File: src/rtl/clock_pkg.sv
`default_nettype none
// ---------------------------------------------------------------------------
// clock_pkg: shared calendar constants, week encoding and BCD/date helpers. Rev 1.0
// ---------------------------------------------------------------------------
package clock_pkg;

  typedef enum logic [3:0] {
    WK_SUN = 4'd0,
    WK_MON = 4'd1,
    WK_TUE = 4'd2,
    WK_WED = 4'd3,
    WK_THU = 4'd4,
    WK_FRI = 4'd5,
    WK_SAT = 4'd6
  } week_e;

  localparam logic [15:0] c_rst_year  = 16'h2000;
  localparam logic [7:0]  c_rst_month = 8'h01;
  localparam logic [7:0]  c_rst_day   = 8'h01;
  localparam logic [3:0]  c_rst_week  = 4'(WK_SAT);

  function automatic logic [7:0] bcd_inc2(input logic [7:0] v);
    return (v[3:0] == 4'd9) ? {v[7:4] + 4'd1, 4'd0} : {v[7:4], v[3:0] + 4'd1};
  endfunction

  function automatic logic [15:0] bcd_inc4(input logic [15:0] v);
    logic [15:0] r;
    logic        c;
    r = v;
    c = 1'b1;
    for (int i = 0; i < 4; i++) begin
      if (c) begin
        if (r[4*i +: 4] == 4'd9) begin
          r[4*i +: 4] = 4'd0;
        end else begin
          r[4*i +: 4] = r[4*i +: 4] + 4'd1;
          c = 1'b0;
        end
      end
    end
    return r;
  endfunction

  function automatic logic nib_ok8(input logic [7:0] v);
    return (v[7:4] <= 4'd9) && (v[3:0] <= 4'd9);
  endfunction

  // Two BCD digits divisible by 4: even tens need 0/4/8 units, odd tens need 2/6.
  function automatic logic div4(input logic [3:0] t, input logic [3:0] o);
    return t[0] ? (o == 4'd2 || o == 4'd6) : (o == 4'd0 || o == 4'd4 || o == 4'd8);
  endfunction

  function automatic logic is_leap(input logic [15:0] y);
    return (y[7:0] == 8'h00) ? div4(y[15:12], y[11:8]) : div4(y[7:4], y[3:0]);
  endfunction

  function automatic logic [7:0] month_max(input logic [7:0] m, input logic leap);
    case (m)
      8'h02:                      return leap ? 8'h29 : 8'h28;
      8'h04, 8'h06, 8'h09, 8'h11: return 8'h30;
      default:                    return 8'h31;
    endcase
  endfunction

endpackage
`default_nettype wire

File: src/rtl/bcd_counter.sv
`default_nettype none
// ---------------------------------------------------------------------------
// bcd_counter: two-digit BCD counter 00..MAX with enable, carry and sync load. Rev 1.0
// ---------------------------------------------------------------------------
module bcd_counter
  import clock_pkg::*;
#(
  parameter int MAX = 59
) (
  input  logic       clk,
  input  logic       rst,
  input  logic       i_en,
  input  logic       i_load,
  input  logic [7:0] i_load_val,
  output logic [7:0] o_val,
  output logic       o_carry
);

  localparam logic [7:0] c_max_bcd = {4'(MAX / 10), 4'(MAX % 10)};

  logic [7:0] r_val;

  assign o_carry = i_en && (r_val == c_max_bcd);
  assign o_val   = r_val;

  always_ff @(posedge clk) begin
    if (rst) begin
      r_val <= 8'h00;
    end else if (i_load) begin
      r_val <= i_load_val;
    end else if (i_en) begin
      r_val <= o_carry ? 8'h00 : bcd_inc2(r_val);
    end
  end

endmodule
`default_nettype wire

File: src/rtl/time_keeper.sv
`default_nettype none
// ---------------------------------------------------------------------------
// time_keeper: BCD calendar clock with second prescaler, pause and validated load. Rev 1.0
// ---------------------------------------------------------------------------
module time_keeper
  import clock_pkg::*;
#(
  parameter int CLK_HZ = 100000000
) (
  input  logic        clk,
  input  logic        rst,
  input  logic        pause,
  input  logic        load,
  input  logic [15:0] load_year,
  input  logic [7:0]  load_month,
  input  logic [7:0]  load_day,
  input  logic [7:0]  load_hour,
  input  logic [7:0]  load_minute,
  input  logic [7:0]  load_sec,
  input  logic [3:0]  load_week,
  output logic [15:0] year,
  output logic [7:0]  month,
  output logic [7:0]  day,
  output logic [7:0]  hour,
  output logic [7:0]  minute,
  output logic [7:0]  sec,
  output logic [3:0]  week,
  output logic        sec_pulse,
  output logic        load_err
);

  localparam int c_presc_w = (CLK_HZ > 1) ? $clog2(CLK_HZ) : 1;
  localparam logic [c_presc_w-1:0] c_presc_max = c_presc_w'(CLK_HZ - 1);

  logic [c_presc_w-1:0] r_presc;
  logic [15:0] r_year;
  logic [7:0]  r_month;
  logic [7:0]  r_day;
  logic [3:0]  r_week;
  logic        r_sec_pulse;
  logic        r_load_err;

  logic w_adv, w_ld_valid, w_ld_take;
  logic w_sec_carry, w_min_carry, w_day_inc;
  logic w_leap, w_day_wrap, w_month_wrap;
  logic [7:0] w_mmax;

  // Any load, accepted or rejected, suppresses the second advance in its cycle.
  assign w_adv = !load && !pause && (r_presc == c_presc_max);

  assign w_ld_valid = nib_ok8(load_year[15:8]) && nib_ok8(load_year[7:0]) &&
                      nib_ok8(load_month) && nib_ok8(load_day) &&
                      nib_ok8(load_hour) && nib_ok8(load_minute) && nib_ok8(load_sec) &&
                      (load_month >= 8'h01) && (load_month <= 8'h12) &&
                      (load_day >= 8'h01) &&
                      (load_day <= month_max(load_month, is_leap(load_year))) &&
                      (load_hour <= 8'h23) && (load_minute <= 8'h59) &&
                      (load_sec <= 8'h59) && (load_week <= 4'd6);
  assign w_ld_take  = load && w_ld_valid;

  assign w_leap       = is_leap(r_year);
  assign w_mmax       = month_max(r_month, w_leap);
  assign w_day_wrap   = w_day_inc && (r_day == w_mmax);
  assign w_month_wrap = w_day_wrap && (r_month == 8'h12);

  bcd_counter #(.MAX(59)) u_sec (
    .clk(clk), .rst(rst), .i_en(w_adv), .i_load(w_ld_take), .i_load_val(load_sec),
    .o_val(sec), .o_carry(w_sec_carry)
  );

  bcd_counter #(.MAX(59)) u_min (
    .clk(clk), .rst(rst), .i_en(w_sec_carry), .i_load(w_ld_take), .i_load_val(load_minute),
    .o_val(minute), .o_carry(w_min_carry)
  );

  bcd_counter #(.MAX(23)) u_hour (
    .clk(clk), .rst(rst), .i_en(w_min_carry), .i_load(w_ld_take), .i_load_val(load_hour),
    .o_val(hour), .o_carry(w_day_inc)
  );

  always_ff @(posedge clk) begin
    if (rst) begin
      r_presc     <= '0;
      r_year      <= c_rst_year;
      r_month     <= c_rst_month;
      r_day       <= c_rst_day;
      r_week      <= c_rst_week;
      r_sec_pulse <= 1'b0;
      r_load_err  <= 1'b0;
    end else begin
      r_sec_pulse <= w_adv;
      r_load_err  <= load && !w_ld_valid;
      if (load) begin
        if (w_ld_valid) begin
          r_presc <= '0;
          r_year  <= load_year;
          r_month <= load_month;
          r_day   <= load_day;
          r_week  <= load_week;
        end
      end else begin
        if (!pause) begin
          r_presc <= w_adv ? '0 : r_presc + 1'b1;
        end
        if (w_day_inc) begin
          r_day  <= w_day_wrap ? 8'h01 : bcd_inc2(r_day);
          r_week <= (r_week == 4'(WK_SAT)) ? 4'(WK_SUN) : r_week + 4'd1;
        end
        if (w_day_wrap) begin
          r_month <= w_month_wrap ? 8'h01 : bcd_inc2(r_month);
        end
        if (w_month_wrap) begin
          r_year <= bcd_inc4(r_year);
        end
      end
    end
  end

  assign year      = r_year;
  assign month     = r_month;
  assign day       = r_day;
  assign week      = r_week;
  assign sec_pulse = r_sec_pulse;
  assign load_err  = r_load_err;

endmodule
`default_nettype wire
File: config.mk
export PLATFORM = sky130hd
export DESIGN_NAME = time_keeper
export DESIGN_NICKNAME = d
export VERILOG_FILES = /design/src/rtl/clock_pkg.sv /design/src/rtl/bcd_counter.sv /design/src/rtl/time_keeper.sv
export SDC_FILE = /design/constraint.sdc
export NUM_CORES = 1
export LEC_CHECK = 0
export ABC_AREA = 1
export BUFFER_PORTS_ARGS = -buffer_cell sky130_fd_sc_hd__buf_2
export CAP_MARGIN = 0
export CORE_ASPECT_RATIO = 1.75
export CORE_MARGIN = 3
export CORE_UTILIZATION = 60
export CTS_CLUSTER_DIAMETER = 30
export DETAILED_ROUTE_END_ITERATION = 16
export MAX_ROUTING_LAYER = met4
export PLACE_DENSITY = 0.87
export SYNTH_ARGS = -nofsm -noshare
export SYNTH_HDL_FRONTEND = slang
export SYNTH_SLANG_ARGS = --single-unit
File: constraint.sdc
create_clock -name clk -period 4.7 [get_ports clk]
set_clock_uncertainty 0.1 [all_clocks]
set_input_delay 0.94 -clock clk [delete_from_list [all_inputs] [get_ports clk]]
set_output_delay 0.94 -clock clk [all_outputs]
set_load 0.005 [all_outputs]
After elaboration in Yosys (flattened, before gate mapping):

Cells that the tools add are included.

* $add $sub $neg: 16
* $lt $le $gt $ge: 22
* equality and inequality tests: 44
* mux-type cells: 64
* reduce and logical (&&, ||, !) cells: 79

Operators by type and width (count)
* 2-to-1 mux 8 bit: 22
* 2-to-1 mux 27 bit: 4
* adder 4 x 1 -> 4 bit, second input constant: 15
* <= comparator 4 bit, second input constant: 14
* equality test 4 bit, second input constant: 13
* 2-to-1 mux 16 bit: 3
* 2-to-1 mux 4 bit: 11
* equality test 4 x 3 -> 1 bit, second input constant: 9
* equality test 8 x 3 -> 1 bit, second input constant: 4
* logical AND 1 bit: 30
* adder 27 x 1 -> 27 bit, second input constant: 1
* equality test 27 bit, second input constant: 1
* equality test 8 x 5 -> 1 bit, second input constant: 3
* 2-to-1 mux 1 bit: 22
* one-hot mux 5 bit (2 select lines): 2
* nonzero test 2 bit: 9
* equality test 4 x 2 -> 1 bit, second input constant: 4
* equality test 8 x 2 -> 1 bit, second input constant: 2
* equality test 8 x 4 -> 1 bit, second input constant: 2
* equality test 8 x 7 -> 1 bit, second input constant: 2
* greater-or-equal comparator 8 x 1 -> 1 bit, second input constant: 2
* <= comparator 8 x 7 -> 1 bit, second input constant: 2
* logical NOT 4 bit: 4
* logical NOT 8 bit: 2
* other kinds (13): 42

* bits in registers: 89
* bits of input ports: 64

Logic depth before layout (Yosys ltp):

* depth in word-level cells: 24
* mapped depth: 19
* depth with buffers taken out: 18

Modules after synthesis:

Synthesis repeated with hierarchy kept, for this count alone.

* cells, all modules: 1069
* area, all modules: 6613.8 µm²

Modules (own cells, without submodules)
* time_keeper: times used 1, cells each 788, area each 4754.6 µm²
* bcd_counter (u_min ...): times used 2, cells each 97, area each 628.1 µm²
* bcd_counter (u_hour): times used 1, cells each 87, area each 603.1 µm²

Worst setup path after synthesis:

OpenSTA, ideal clock, no wires.

* kind: input to register
* start point: in load_month[3]
* end point: reg u_hour.r_val[4], in the netlist u_hour.o_val[4]
* setup time: 0.116 ns
* arrival: 3.103 ns
* required time: 4.484 ns
* path slack: 1.382 ns
* cell stages on the path: 17
* path through: nor2_1 > nand3_1 > nor3_1 > inv_1 > o31ai_1 > ha_1 > nand3_1 > nand2_1 > a21oi_1 > nor2_1 > nand4_1 > buf_2 > nand2_1 > nand2_1 > clkinv_1 > nor2_1 > nor2_1

* word-level cells in the longest chain between the ends: 18

Ends and longest elaborated chain
* start: declaration: RTL line time_keeper.sv:15 `input logic [7:0] load_month,`
* branches (longest 10 deep; another with <= comparator 8 bit)
* logical AND 1 bit (*): RTL line time_keeper.sv:55 `(load_day >= 8'h01) &&`
* logical AND 1 bit (*): RTL line time_keeper.sv:56 `(load_day <= month_max(load_month, is_leap(load_year))) &&`
* logical AND 1 bit (*) (2 in a row): RTL line time_keeper.sv:57 `(load_hour <= 8'h23) && (load_minute <= 8'h59) &&`
* logical AND 1 bit (*): RTL line time_keeper.sv:58 `(load_sec <= 8'h59) && (load_week <= 4'd6);`
* logical AND 1 bit (*): RTL line time_keeper.sv:59 `assign w_ld_take = load && w_ld_valid;`
* nonzero test 3 bit (no line) / nonzero test 2 bit (equally long branches)
* AND reduction 2 bit (no line)
* end signal: assignment: RTL line bcd_counter.sv:30 `r_val <= i_load_val;`
* end signal: assignment: RTL line bcd_counter.sv:32 `r_val <= o_carry ? 8'h00 : bcd_inc2(r_val);`
* end: declaration: RTL line bcd_counter.sv:21 `logic [7:0] r_val;`

Mark *: on every way between the ends.
A chain may end at the register's enable or synchronous reset.

Final worst setup path:

* start point: in load_month[3]
* end point: reg u_sec.r_val[4], in the netlist u_sec.o_val[4]

* word-level cells in the longest chain between the ends: 18

Ends and longest elaborated chain (RTL line)
* branches (longest 10 deep; another with <= comparator 8 bit)
* logical AND 1 bit (*): time_keeper.sv:55
* logical AND 1 bit (*): time_keeper.sv:56
* logical AND 1 bit (*) (2 in a row): time_keeper.sv:57
* logical AND 1 bit (*): time_keeper.sv:58
* logical AND 1 bit (*): time_keeper.sv:59
* nonzero test 3 bit (no line) / nonzero test 2 bit (equally long branches)
* AND reduction 2 bit (no line)
* end signal: assignment: bcd_counter.sv:30
* end signal: assignment: bcd_counter.sv:32
* end: declaration: bcd_counter.sv:21

Marked as above.

==> results.yml <==
floorplan:
  die_h_um: 142.6
  die_w_um: 84.07
  fp.coreArea_um2: 10360
  ios: 126
  rows: 49
  start_util_pct: 61.76
  die_area_um2: 11990
pwr:
  power_uw: 1710
  vdd_drop_max_v: 0.0002069
  leakagePower_uw: 0.003406
  powerDensity_nw_per_um2: 230.7
detailed_routing:
  drt-initial-drc-count: 497
  wl_um: 19230
  routedWlPerCell_um: 15.29
  ant_nets: 0
  drt_first_pass_iters: 7
  num_vias: 7331
  drc: 0
  vias_per_cell: 5.828
worst_setup_path:
  cp_max_fo: 13
  crit_required_ps: 4850
  start_kind: "primary input"
  arrival_ps: 3850
  reg2reg_slack_ps: 2210
  reg2regPathDepth: 14
  r2r-end: "day[5]"
  regToRegStartpoint: "r_presc[0]"
  end_kind: "register"
  crit_type: "in -> reg"
finish:
  layout-drive-gt1-share_pct: 16.27
  final_common_cell: "nand2_1"
  design_area_um2: 7413
  num_antenna_cells: 0
  n_fill_cell: 951
  fin_cells: 1258
  layout.nets: 1213
  layout_common_cells: "nand2_1, nor2_1, buf_2"
  area_growth_pct: 15.86
clock_tree:
  cts_tree: "built"
  cts_max_path_buffers: 2
  numCtsBuffers: 9
  h-tree-depth: 3
  ctsResizeCount: 0
  clk_latency_ps: 350
  hold_buffers: 0
  path_clk_slew_ps: 70
  postCtsSetupBuffers: 0
  cts_root_buffer: "clkbuf_16"
  cts_num_sinks: 89
placed_design:
  dp_slack_ps: 734.9
  placed_area_um2: 7134
  dp_cells: 1243
  hpwl_um: 14450
  gp_congestion: 1.041
  portBuffers: 125
timing:
  fin_crit_sh_pct: 78.76
  worst_pin_slew_ps: 849.2
  final.setup.tns_ps: 0
  setup_viol: 0
  hold_viol_final: 0
  fmax_mhz: 270.2
  finalCriticalPeriod_ps: 3702
  drv_slew: 0
  setup_ws_ps: 998.5
  rsz0062_at_grt: "false"
  maxSlewHeadroom_pct: 43.39
job:
  max_cap_violations: 0
logic_synthesis:
  ys_top_cells_by_area: "dfxtp_1, nand2_1, nor2_1"
  async_flop_share_pct: 0
  syn_nets: 1095
  yosysTopAreaCellShare_pct: 27.85
  yosysSeqAreaShare_pct: 27.85
  yosys.cell_types.count: 47
  synth_warnings: 0
  synthFlopType: "dfxtp_1"
  ys_ff_latch: 89
  synth_edf_count: 0
  synth_top_cell_by_area: "dfxtp_1"
  syn_area_um2: 6399
  synth_cells: 1009
  avgSynthCellArea_um2: 6.342
grt:
  grt_start_max_net_pins: 45
  grt_pass1_wl_um: 31770
  grt_overflow: 0
  grt_pass1_vias: 7038
  grt_util_all_layers_pct: 32.95
  antenna_found_initial: 0
run_status:
  status: "finished clean"
hold_path:
  hold_start: "r_presc[23]"
  hp-class: "reg -> reg"
  min_to: "r_presc[23]"
  worstHoldPathCells: 2
-- worst max path at each step --
stage,start,endpoint,slack (ps),cells after the start
after floorplan,load_month[3],u_hour.o_val[4],1380,17
after global placement,load_month[3],u_min.o_val[4],820,18
after detailed placement,load_month[3],u_sec.o_val[4],730,18
after CTS,load_month[3],u_sec.o_val[4],1060,18
after global routing,load_month[3],u_sec.o_val[5],600,18
final,load_month[3],u_sec.o_val[4],1000,18
-- kinds of logic (layout without fill, tap and decap cells) --
group,Yosys count,after routing,share of synthesized area (%)
and+or+nand+nor,523,523,37.96
adders and majority gates,22,22,4.302
xor gates and xnor gates,21,21,2.875
AOI/OAI and AO/OA,208,208,18.22
DFF,89,89,27.85
buffers and inverters,146,268,8.800
-- power by group --
part	switching, uW	internal (uW)
clock network	301	409
logic	142	77.4
registers	15.0	765
total	458	1250
-- cells in the mapped netlist (all sizes together) (7+ instances only) --
| master | number |
|---|---|
| nand2 | 218 |
| nor2 | 142 |
| inv | 113 |
| o21ai | 93 |
| dfxtp | 89 |
| nand3 | 82 |
| a21oi | 71 |
| nand4 | 32 |
| ha | 22 |
| nor3 | 19 |
| buf | 14 |
| clkbuf | 13 |
| o211ai | 13 |
| or2 | 13 |
| xor2 | 13 |
| xnor2 | 8 |
| a31oi | 7 |
-- area by class of cell --
class,count,area (um^2),share of cell area (%)
clock buffer,12,236.5,3.190
tap,127,158.9,2.143
inverter,119,446.7,6.025
multi-input combinational,774,4054,54.68
clock inverter,3,42.54,0.5738
sequential,89,1782,24.03
timing repair buffer,134,693.2,9.350
-- per-stage QoR --
step	hold WS [ps]	utilization [%]
6_report	398.8	71.55
5_1_grt	430.3	71.55
4_1_cts	399.2	71.55
3_5_place_dp	380.5	68.86
3_3_place_gp	372.0	68.86
2_1_floorplan	353.8	-
-- flip-flops by register name, summed over array words and instances, names as in the netlist --
register	count
u_sec.o_val	8
week	4
r_presc	27
year	16
sec_pulse	1
u_hour.o_val	8
day	8
u_min.o_val	8
load_err	1
month	8
-- worst max-delay path, cell delays in order --
cell and delay [ps]:
buf_2 120, nor2_1 220, nand3_1 140, nor3_1 230
inv_1 120, nand3_1 100, o31ai_1 70, ha_1 280
nand3_1 70, nand2_1 70, a21oi_1 40, nor2_1 160
nand4_1 370, buf_4 350, o21ai_1 250, o21ai_0 170
nor2_1 120, nor2_1 40
-- routing by layer --
metal  routed length (um)  up-vias  share of wire [%]  GRT usage (%)
li1                     -     3599                  -              -
met4                  980        0                5.1          20.25
met5                    0        -                  0              -
met2                10060      287                 52          57.74
met1                 7115     3370                 37          34.17
met3                 1071       75                5.6          5.254
Power figures use the tool's default switching activity.
